**config.mk**
```make
export PLATFORM = sky130hd
export DESIGN_NAME = conv_result_fifo
export DESIGN_NICKNAME = d
export VERILOG_FILES = /design/src/rtl/conv_result_fifo.sv
export SDC_FILE = /design/constraint.sdc
export NUM_CORES = 1
export LEC_CHECK = 0
export ABC_AREA = 1
export BUFFER_PORTS_ARGS = -buffer_cell sky130_fd_sc_hd__buf_2
export CORE_UTILIZATION = 65
export DETAILED_ROUTE_END_ITERATION = 16
export PLACE_DENSITY = 0.84
export SLEW_MARGIN = 20
export SYNTH_ARGS = -nofsm -noshare
export SYNTH_HDL_FRONTEND = slang
export SYNTH_SLANG_ARGS = --single-unit
```
**constraint.sdc**
```tcl
create_clock -name clk -period 8.41 [get_ports clk]
set_input_delay 1.2615 -clock clk [delete_from_list [all_inputs] [get_ports clk]]
set_output_delay 1.2615 -clock clk [all_outputs]
set_load 0.005 [all_outputs]
```
**src/rtl/conv_result_fifo.sv**
```systemverilog
// Memory-mapped result buffer between the convolution accelerator stream and the CPU EXT bus.
// Captures pushed result words in a FIFO; the CPU pops them through a one-cycle registered read port.
module conv_result_fifo #(
   parameter int unsigned DATA_W = 32,
   parameter int unsigned DEPTH  = 16,
   parameter int unsigned AWIDTH = 4
) (
   input  logic              clk,
   input  logic              rst_n,
   input  logic              in_valid,
   input  logic [DATA_W-1:0] in_data,
   output logic              in_ready,
   input  logic              bus_en,
   input  logic              bus_we,
   input  logic [AWIDTH-1:0] bus_addr,
   input  logic [DATA_W-1:0] bus_din,
   output logic [DATA_W-1:0] bus_dout,
   output logic              irq
);

   localparam int unsigned PW = $clog2(DEPTH);
   localparam int unsigned CW = PW + 1;
   localparam int unsigned TW = 8;
   localparam int unsigned IW = (CW > TW) ? CW : TW;

   localparam logic [AWIDTH-1:0] A_DATA   = AWIDTH'(0);
   localparam logic [AWIDTH-1:0] A_STATUS = AWIDTH'(1);
   localparam logic [AWIDTH-1:0] A_CTRL   = AWIDTH'(2);
   localparam logic [AWIDTH-1:0] A_THRESH = AWIDTH'(3);

   logic [DATA_W-1:0] mem [DEPTH];
   logic [CW-1:0]     wr_ptr;
   logic [CW-1:0]     rd_ptr;
   logic [CW-1:0]     count;
   logic              cap_en;
   logic              ovf;
   logic              udf;
   logic [TW-1:0]     thresh;

   logic              empty;
   logic              full;
   logic              rd_stb;
   logic              wr_stb;
   logic              push;
   logic              pop;
   logic              flush;
   logic              flag_clr;
   logic              ctrl_wr;
   logic              thr_wr;
   logic              ovf_set;
   logic              udf_set;
   logic [DATA_W-1:0] rd_data;
   logic              din_unused;

   // Extra pointer MSB distinguishes full from empty; count wraps naturally.
   assign count    = wr_ptr - rd_ptr;
   assign empty    = (count == '0);
   assign full     = (count == CW'(DEPTH));
   assign in_ready = cap_en & ~full;
   assign irq      = (thresh != '0) && (IW'(count) >= IW'(thresh));

   assign rd_stb   = bus_en & ~bus_we;
   assign wr_stb   = bus_en & bus_we;
   assign push     = in_valid & in_ready;
   assign pop      = rd_stb & (bus_addr == A_DATA) & ~empty;
   assign udf_set  = rd_stb & (bus_addr == A_DATA) & empty;
   assign ovf_set  = cap_en & in_valid & full;
   assign ctrl_wr  = wr_stb & (bus_addr == A_CTRL);
   assign thr_wr   = wr_stb & (bus_addr == A_THRESH);
   assign flush    = ctrl_wr & bus_din[0];
   assign flag_clr = ctrl_wr & bus_din[1];

   assign din_unused = ^bus_din[DATA_W-1:TW];

   // Register read mux; an empty DATA read returns zero.
   always_comb begin
      rd_data = '0;
      case (bus_addr)
         A_DATA:   if (!empty) rd_data = mem[rd_ptr[PW-1:0]];
         A_STATUS: rd_data = DATA_W'({8'(count), 3'b000, cap_en, udf, ovf, full, empty});
         A_CTRL:   rd_data = DATA_W'({cap_en, 2'b00});
         A_THRESH: rd_data = DATA_W'(thresh);
         default:  rd_data = '0;
      endcase
   end

   always_ff @(posedge clk) begin
      if (push) mem[wr_ptr[PW-1:0]] <= in_data;
   end

   always_ff @(posedge clk or negedge rst_n) begin
      if (!rst_n) begin
         wr_ptr   <= '0;
         rd_ptr   <= '0;
         cap_en   <= 1'b0;
         thresh   <= '0;
         ovf      <= 1'b0;
         udf      <= 1'b0;
         bus_dout <= '0;
      end else begin
         if (flush) begin
            wr_ptr <= '0;
            rd_ptr <= '0;
         end else begin
            if (push) wr_ptr <= wr_ptr + CW'(1);
            if (pop)  rd_ptr <= rd_ptr + CW'(1);
         end
         if (ctrl_wr) cap_en <= bus_din[2];
         if (thr_wr)  thresh <= bus_din[TW-1:0];
         // A new event in the same cycle as a clear keeps the flag set.
         if (ovf_set)       ovf <= 1'b1;
         else if (flag_clr) ovf <= 1'b0;
         if (udf_set)       udf <= 1'b1;
         else if (flag_clr) udf <= 1'b0;
         if (rd_stb) bus_dout <= rd_data;
      end
   end

endmodule
```
==> results of run 1 <==
[metrics by stage]
stage,hold WS [ns],utilization (%),cells
finish,0.475,72.4,2573
global route,0.500,72.4,2573
global placement,0.457,67.8,2474
CTS,0.478,72.4,2571
floorplan,0.453,-,2016
detailed placement,0.460,67.8,2474
[cells in the final DEF, fill, tap and decap left out, types with 3 or more instances in the layout]
cell         n
clkinv_4     3
clkbuf_16   53
o21ai_0     22
o22ai_1      3
dfrtp_1     50
clkinv_2    14
nor2_4      21
a21oi_1    135
clkbuf_1     8
xor2_1       6
nand2_1    741
a22o_1      36
nor2_1      74
buf_4       27
edfxtp_1   512
nand2_2      4
clkinv_1    13
inv_1       39
nand4_1      4
bufinv_16    3
buf_2       82
nand3_1    217
ha_1        14
[worst min path at each step]
stage,end,slack (ns)
4_1_cts,bus_dout[6],0.48
5_1_grt,bus_dout[28],0.50
6_report,bus_dout[28],0.47
2_1_floorplan,thresh[1],0.45
3_5_place_dp,bus_dout[6],0.46
3_3_place_gp,bus_dout[26],0.46
[per-layer routing]
metal,up-vias,part of all wire (%)
li1,7088,-
met2,1010,48
met3,188,11
met4,2,3.9
met5,-,0.024
met1,7505,37
[cell usage after synthesis]
| master | number |
|---|---|
| inv_4 | 2 |
| inv_2 | 2 |
| a22o_1 | 36 |
| o21ai_0 | 22 |
| a21oi_2 | 2 |
| nor2_4 | 4 |
| buf_1 | 6 |
| o211ai_1 | 2 |
| ha_1 | 14 |
| nor2_1 | 91 |
| o22ai_1 | 3 |
| clkbuf_1 | 17 |
| o31ai_1 | 1 |
| o21ai_1 | 2 |
| or2_1 | 1 |
| buf_6 | 8 |
| nand2_1 | 741 |
| a21oi_1 | 135 |
| xor2_1 | 6 |
| fa_1 | 1 |
| or2_2 | 1 |
| nor3_4 | 1 |
| inv_1 | 39 |
| and3_1 | 1 |
| buf_2 | 58 |
| nand2_2 | 4 |
| dfrtp_1 | 53 |
| and2_1 | 1 |
| mux2_2 | 2 |
| nand3_1 | 217 |
| edfxtp_1 | 512 |
| nand4_1 | 4 |
| nor3_2 | 1 |
| nand3_2 | 1 |
| nor2_2 | 2 |
| buf_4 | 23 |
[state kept, by name (all words and copies together) (netlist names)]
name / count
bus_dout: 32
cap_en: 1
mem: 512
ovf: 1
rd_ptr: 5
thresh: 8
udf: 1
wr_ptr: 5
[area by class of cell]
cell class	instances	area, µm²
Multi-Input combinational cell	1296	5950
Clock buffer	61	1360
Tap cell	461	577
Inverter	43	169
Timing Repair Buffer	109	613
Sequential cell	565	16700
Antenna cell	2	5.00
Fill cell	2168	9770
Clock inverter	36	255
[critical path: cells and delay by family (launching register included)]
family / cells / cell delay, ns
compound gates: 1 / 0.08
fa+ha+maj: 3 / 0.97
buf+inv: 3 / 0.26
flops: 1 / 1.13
simple gates: 7 / 0.73
[report_power, final]
group	switching, W	internal (W)	total, W
Sequential	0.000135	0.00316	0.00330
Combinational	0.00114	0.000494	0.00163
Clock	0.000999	0.00125	0.00224
Total	0.00227	0.00490	0.00718
[cells by family (layout without fill, tap and decap cells)]
group / Yosys count / after routing / synth area share, %
compound gates: 203 / 203 / 5.02
xor+xnor: 6 / 6 / 0.225
fa+ha+maj: 15 / 15 / 0.837
buf+inv: 155 / 249 / 3.45
flops: 565 / 565 / 71.6
mux: 2 / 2 / 0.0965
other cells: 0 / 2 / 0
simple gates: 1070 / 1070 / 18.8
==> summary.txt, run 1 <==
Status
  • Status: finished clean

Critical path
  • Worst path max stage delay: 1.13 ns
  • Critical Path Source Type: register
  • CP startpoint: rd_ptr[0]
  • Critical Path End Type: output port
  • Worst Path Arrival: 3.80 ns
  • RR Endpoint: mem[13][19]
  • Critical path class: reg -> out
  • Worst-path cell chain: ha_1 -> inv_1 -> fa_1 -> nand3_1 -> nand2_1 -> nand2_1 -> nand2_2 -> ha_1 -> and3_1 -> nand4_1 -> nand3_1 -> o21ai_0 -> inv_1 -> buf_2
  • Worst Path Required: 7.15 ns
  • CP max stage cell: dfrtp_4
  • CP Capture Point: irq
  • Worst r2r src: rd_ptr[0]
  • Register-to-Register Path Depth: 12
  • CP max FO: 90
  • Reg-to-reg setup timing slack: 4.11 ns

Yosys
  • Net Count, Synth: 2104
  • Synthesis warning total: 0
  • Largest cells by area after synthesis: edfxtp_1, nand2_1, dfrtp_1
  • Seq/Total Area, Yosys: 71.6%
  • Syn Inst Count: 2016
  • Synth area leader: edfxtp_1
  • Synthesized cell area: 23300 µm²
  • Post-synth top area share: 65.9%
  • Library cells used by synthesis: 36
  • Synth Area per Inst: 11.6 µm²
  • Synth Register Bits: 565

Final layout
  • Final Cell Area: 25600 µm²
  • P&R area growth vs syn: 9.89%
  • Proportion of layout cells with a drive suffix above 1: 10.8%
  • Post-layout nets: 2156

STA
  • FMAX: 198 MHz
  • Setup WS post-layout: 3.35 ns
  • Layout Skew: 0.0208 ns
  • Final Hold Vio Count: 0
  • Max-slew violations: 0
  • Clock period minus worst slack: 5.06 ns
  • Unrepaired setup endpoints after global routing: false
  • # setup viols final: 0
  • Setup TNS Final: 0 ns
  • Post-route clock period utilization: 60.2%
  • Max_slew headroom: 19.0%
  • Measured slew at the worst slew-check pin: 1.21 ns

Floorplan
  • Starting Density: 65.9%
  • Core ar.: 35400 µm²
  • Die area: 36600 µm²
  • Cell row count: 69
  • Die height: 191 µm
  • Die width: 191 µm
  • Top Ports: 107

GRT
  • Number of global-route vias before repair: 15.6k
  • Largest net degree at the start of global routing: 96
  • Gr usage total: 30.4%
  • Grt met3 use: 5.45%
  • Final global-route overflow total: 0
  • Met2 GRT Util: 49.4%
  • Most utilized layer in the global route result: met2
  • Initial antenna violation count: 3
  • Global-route wire length before repair: 83.4 mm
  • M1 GR Usage: 40.4%

Power
  • Pwr Total: 0.00718 W
  • Leakage: 10.1 nW
  • Worst vdd ir: 0.207 mV
  • Power Density: 280 nW/µm²

CTS
  • Root buf cell: clkbuf_16
  • CTS Sinks: 565
  • Longest Clk Path Bufs: 3
  • Resize count post-CTS: 0
  • Worst-path clk slew: 0.06 ns
  • CTS tree: yes
  • Post-CTS setup-driven buffer insertion count: 0
  • TritonCTS buffer count: 53
  • Hold-fix buffers, CTS: 0
  • Worst-Skew Late Latency: 0.59 ns
  • H-tree depth: 2

Detailed routing
  • Vias: 15.8k
  • DRT iter0 DRCs: 2167
  • Vias per cell: 6.14
  • Routed Antenna Nets: 0
  • Initial DRT Pass Iterations: 6
  • Routed WL: 55.1 mm
  • Drc violations: 0
  • WL/cell: 21.4 µm

Placement
  • Detailed placer's ending HPWL: 29.9 mm
  • Setup WS pre-CTS: 4.00 ns
  • I/O Buffers: 82
  • Routability cong.: 0.849
  • DP Area: 24000 µm²

Worst hold path
  • Worst Hold Class: reg -> reg
  • Min-delay src: bus_dout[28]
  • Worst hold path depth: 2

Job
  • Max-cap viol count: 0
Power figures use the tool's default switching activity.
==> run 2, diff against run 1 <==
- CORE_UTILIZATION: 65 -> 55
- PLACE_DENSITY: 0.84 -> 0.75
- clock period: 8.41 -> 4.5 ns (I/O delays scaled with it)
==> run 2 against run 1 <==
  * Utilization fell by 10 points
  * Die area increased by 18%
  * Largest cell class unchanged
  * Global-route usage decreased by 5.4 points
==> summary.txt, run 2 (synthesized netlist as in run 1, its figures left out) <==
STA
  • Post-route clock period utilization: 83.5%
  • Layout Skew: 0.0187 ns (-0.00203 ns)
  • Setup WS post-layout: 0.742 ns (-2.61 ns)
  • Setup TNS Final: 0 ns (unchanged)
  • Max-slew violations: 0 (unchanged)
  • Final Hold Vio Count: 0 (unchanged)
  • Unrepaired setup endpoints after global routing: false
  • Max_slew headroom: 35.2% (+16 points)
  • # setup viols final: 0 (unchanged)
  • FMAX: 266 MHz
  • Clock period minus worst slack: 3.76 ns
  • Smallest hold slack: 0.214 ns (-0.260 ns)
  • Measured slew at the worst slew-check pin: 0.973 ns (-0.239 ns)

Placement
  • Setup WS pre-CTS: 1.21 ns (-2.79 ns)
  • I/O Buffers: 82 (unchanged)
  • Detailed placer's ending HPWL: 29.2 mm (-2.4%)
  • Routability cong.: 0.816 (-3.9%)

Power
  • Comb power frac: 24.1% (+1.4 points)
  • Leakage: 10.2 nW (+1.3%)
  • Pint: 0.00921 W (+88%)
  • Sw frac: 31.3% (-0.40 points)
  • Clock power frac: 31.1% (-0.2 points)
  • Pwr Total: 0.0134 W (+87%)
  • Power Density: 515 nW/µm² (+84%)
  • Worst vdd ir: 0.468 mV (+130%)
  • Psw: 0.00419 W (+84%)
  • Seq pwr share: 44.8% (-1.2 points)

CTS
  • Resize count post-CTS: 0 (unchanged)
  • Root buf cell: clkbuf_16
  • Worst-path clk slew: 0.06 ns (about the same)
  • CTS tree: yes
  • Hold-fix buffers, CTS: 0 (unchanged)
  • CTS Sinks: 565 (unchanged)
  • H-tree depth: 2 (unchanged)
  • Longest Clk Path Bufs: 3 (unchanged)
  • TritonCTS buffer count: 55 (+3.8%)
  • Worst-Skew Late Latency: 0.59 ns (about the same)
  • Post-CTS setup-driven buffer insertion count: 0 (unchanged)

Detailed routing
  • Routed WL: 53.6 mm (-2.8%)
  • Vias per cell: 5.76 (-6.2%)
  • Initial DRT Pass Iterations: 5 (-1)
  • Routed Antenna Nets: 0 (unchanged)
  • Vias: 15.3k (-2.8%)
  • Drc violations: 0 (unchanged)
  • WL/cell: 20.1 µm (-6.2%)
  • DRT iter0 DRCs: 1743 (-20%)

Critical path
  • CP startpoint: wr_ptr[0]
  • Worst Path Required: 3.83 ns (-3.32 ns)
  • CP max FO: 5 (-94%)
  • Register-to-Register Path Depth: 10 (-2)
  • Reg-to-reg setup timing slack: 1.14 ns (-2.97 ns)
  • Critical Path End Type: output port
  • Worst Path Arrival: 3.08 ns (-0.72 ns)
  • Worst r2r src: rd_ptr[1]
  • Critical path class: reg -> out
  • Critical Path Source Type: register

GRT
  • Initial antenna violation count: 2 (-1)
  • Number of global-route vias before repair: 14.8k (-5.3%)
  • Final global-route overflow total: 0 (unchanged)
  • Largest net degree at the start of global routing: 187 (+95%)
  • Gr usage total: 25.0% (-5.4 points)
  • Global-route wire length before repair: 82.6 mm (-0.99%)

Floorplan
  • Core ar.: 41900 µm² (+18%)
  • Top Ports: 107 (unchanged)
  • Die area: 43200 µm² (+18%)
  • Cell row count: 75 (+8.7%)
  • Die height: 208 µm (+8.6%)
  • Die width: 208 µm (+8.6%)
  • Starting Density: 55.7% (-10 points)

Status
  • Status: finished clean

Worst hold path
  • Worst Hold Class: in -> async

Final layout
  • Post-layout nets: 2172 (+0.74%)
  • Most frequent cells in the layout: nand2_1, edfxtp_1, nand3_1, a21oi_1, buf_2
  • Proportion of layout cells with a drive suffix above 1: 11.3% (+0.54 points)
  • P&R area growth vs syn: 11.5%
  • Final-layout fill cell count: 3097 (+43%)
  • Max FFs per register: 512 (unchanged)
  • Commonest non-fill, non-tap cell in the layout: nand2_1

Job
  • Max-cap viol count: 0 (unchanged)
run 2: changes by cell type in the layout (fill, tap and decap cells not counted), moves of 2 or more:
cell,previous run,this run
buf_12,0,12
bufinv_16,3,0
clkbuf_1,8,14
clkbuf_16,53,56
clkbuf_8,0,3
clkinv_1,13,9
clkinv_4,3,0
clkinvlp_4,2,0
inv_6,1,3
run 2: cell type report:
class / count / area [µm²] / share of cell area [%]
diodes: 1 / 2.50 / 0.00962
well taps: 539 / 674 / 2.59
multi-input cells: 1296 / 5950 / 22.9
flip-flops and latches: 565 / 16700 / 64.2
inverters: 43 / 169 / 0.649
clock buffers: 73 / 1500 / 5.75
clock inverters: 25 / 133 / 0.510
repair buffers: 123 / 888 / 3.41
run 2: worst paths after layout:
kind                           endpoint
setup / recovery                    irq
hold / removal                thresh[4]
setup reg to reg           bus_dout[18]
hold reg to reg            bus_dout[28]
max in group asynchronous     rd_ptr[0]
min in group clk              thresh[6]
run 2: worst max-delay path: stages, from the launching register on:
cell	delay, ns
dfrtp_1	0.41
inv_1	0.17
ha_1	0.17
inv_1	0.06
fa_1	0.41
nand3_1	0.13
nand2_1	0.08
nand2_1	0.08
nand2_2	0.10
ha_1	0.28
and3_1	0.19
nand4_1	0.08
nand3_1	0.07
o21ai_0	0.09
inv_1	0.06
buf_2	0.13
run 2: stage by stage:
| step | std cells | utilization [%] | area (µm²) |
|---|---|---|---|
| finish | 2665 | 62.2 | 26000 |
| global route | 2665 | 62.2 | 26000 |
| CTS | 2663 | 62.1 | 26000 |
| detailed placement | 2565 | 58.2 | 24400 |
| global placement | 2565 | 58.2 | 24400 |
| floorplan | 2016 | - | 23300 |
run 2: layer usage:
metal	part of all wire [%]	track usage (%)	vias to the layer above
met2	49	41.4	685
li1	-	-	7119
met4	2.3	8.02	2
met1	40	34.2	7442
met5	0.017	0	-
met3	8.7	3.77	95
run 2: power by group through the flow:
stage                     clock network, W  registers, W  logic, W
after floorplan                          0       0.00609   0.00235
after global placement                   0       0.00610   0.00305
after detailed placement                 0       0.00611   0.00316
after CTS                          0.00422       0.00600   0.00319
after global routing               0.00441       0.00601   0.00356
final                              0.00417       0.00600   0.00323
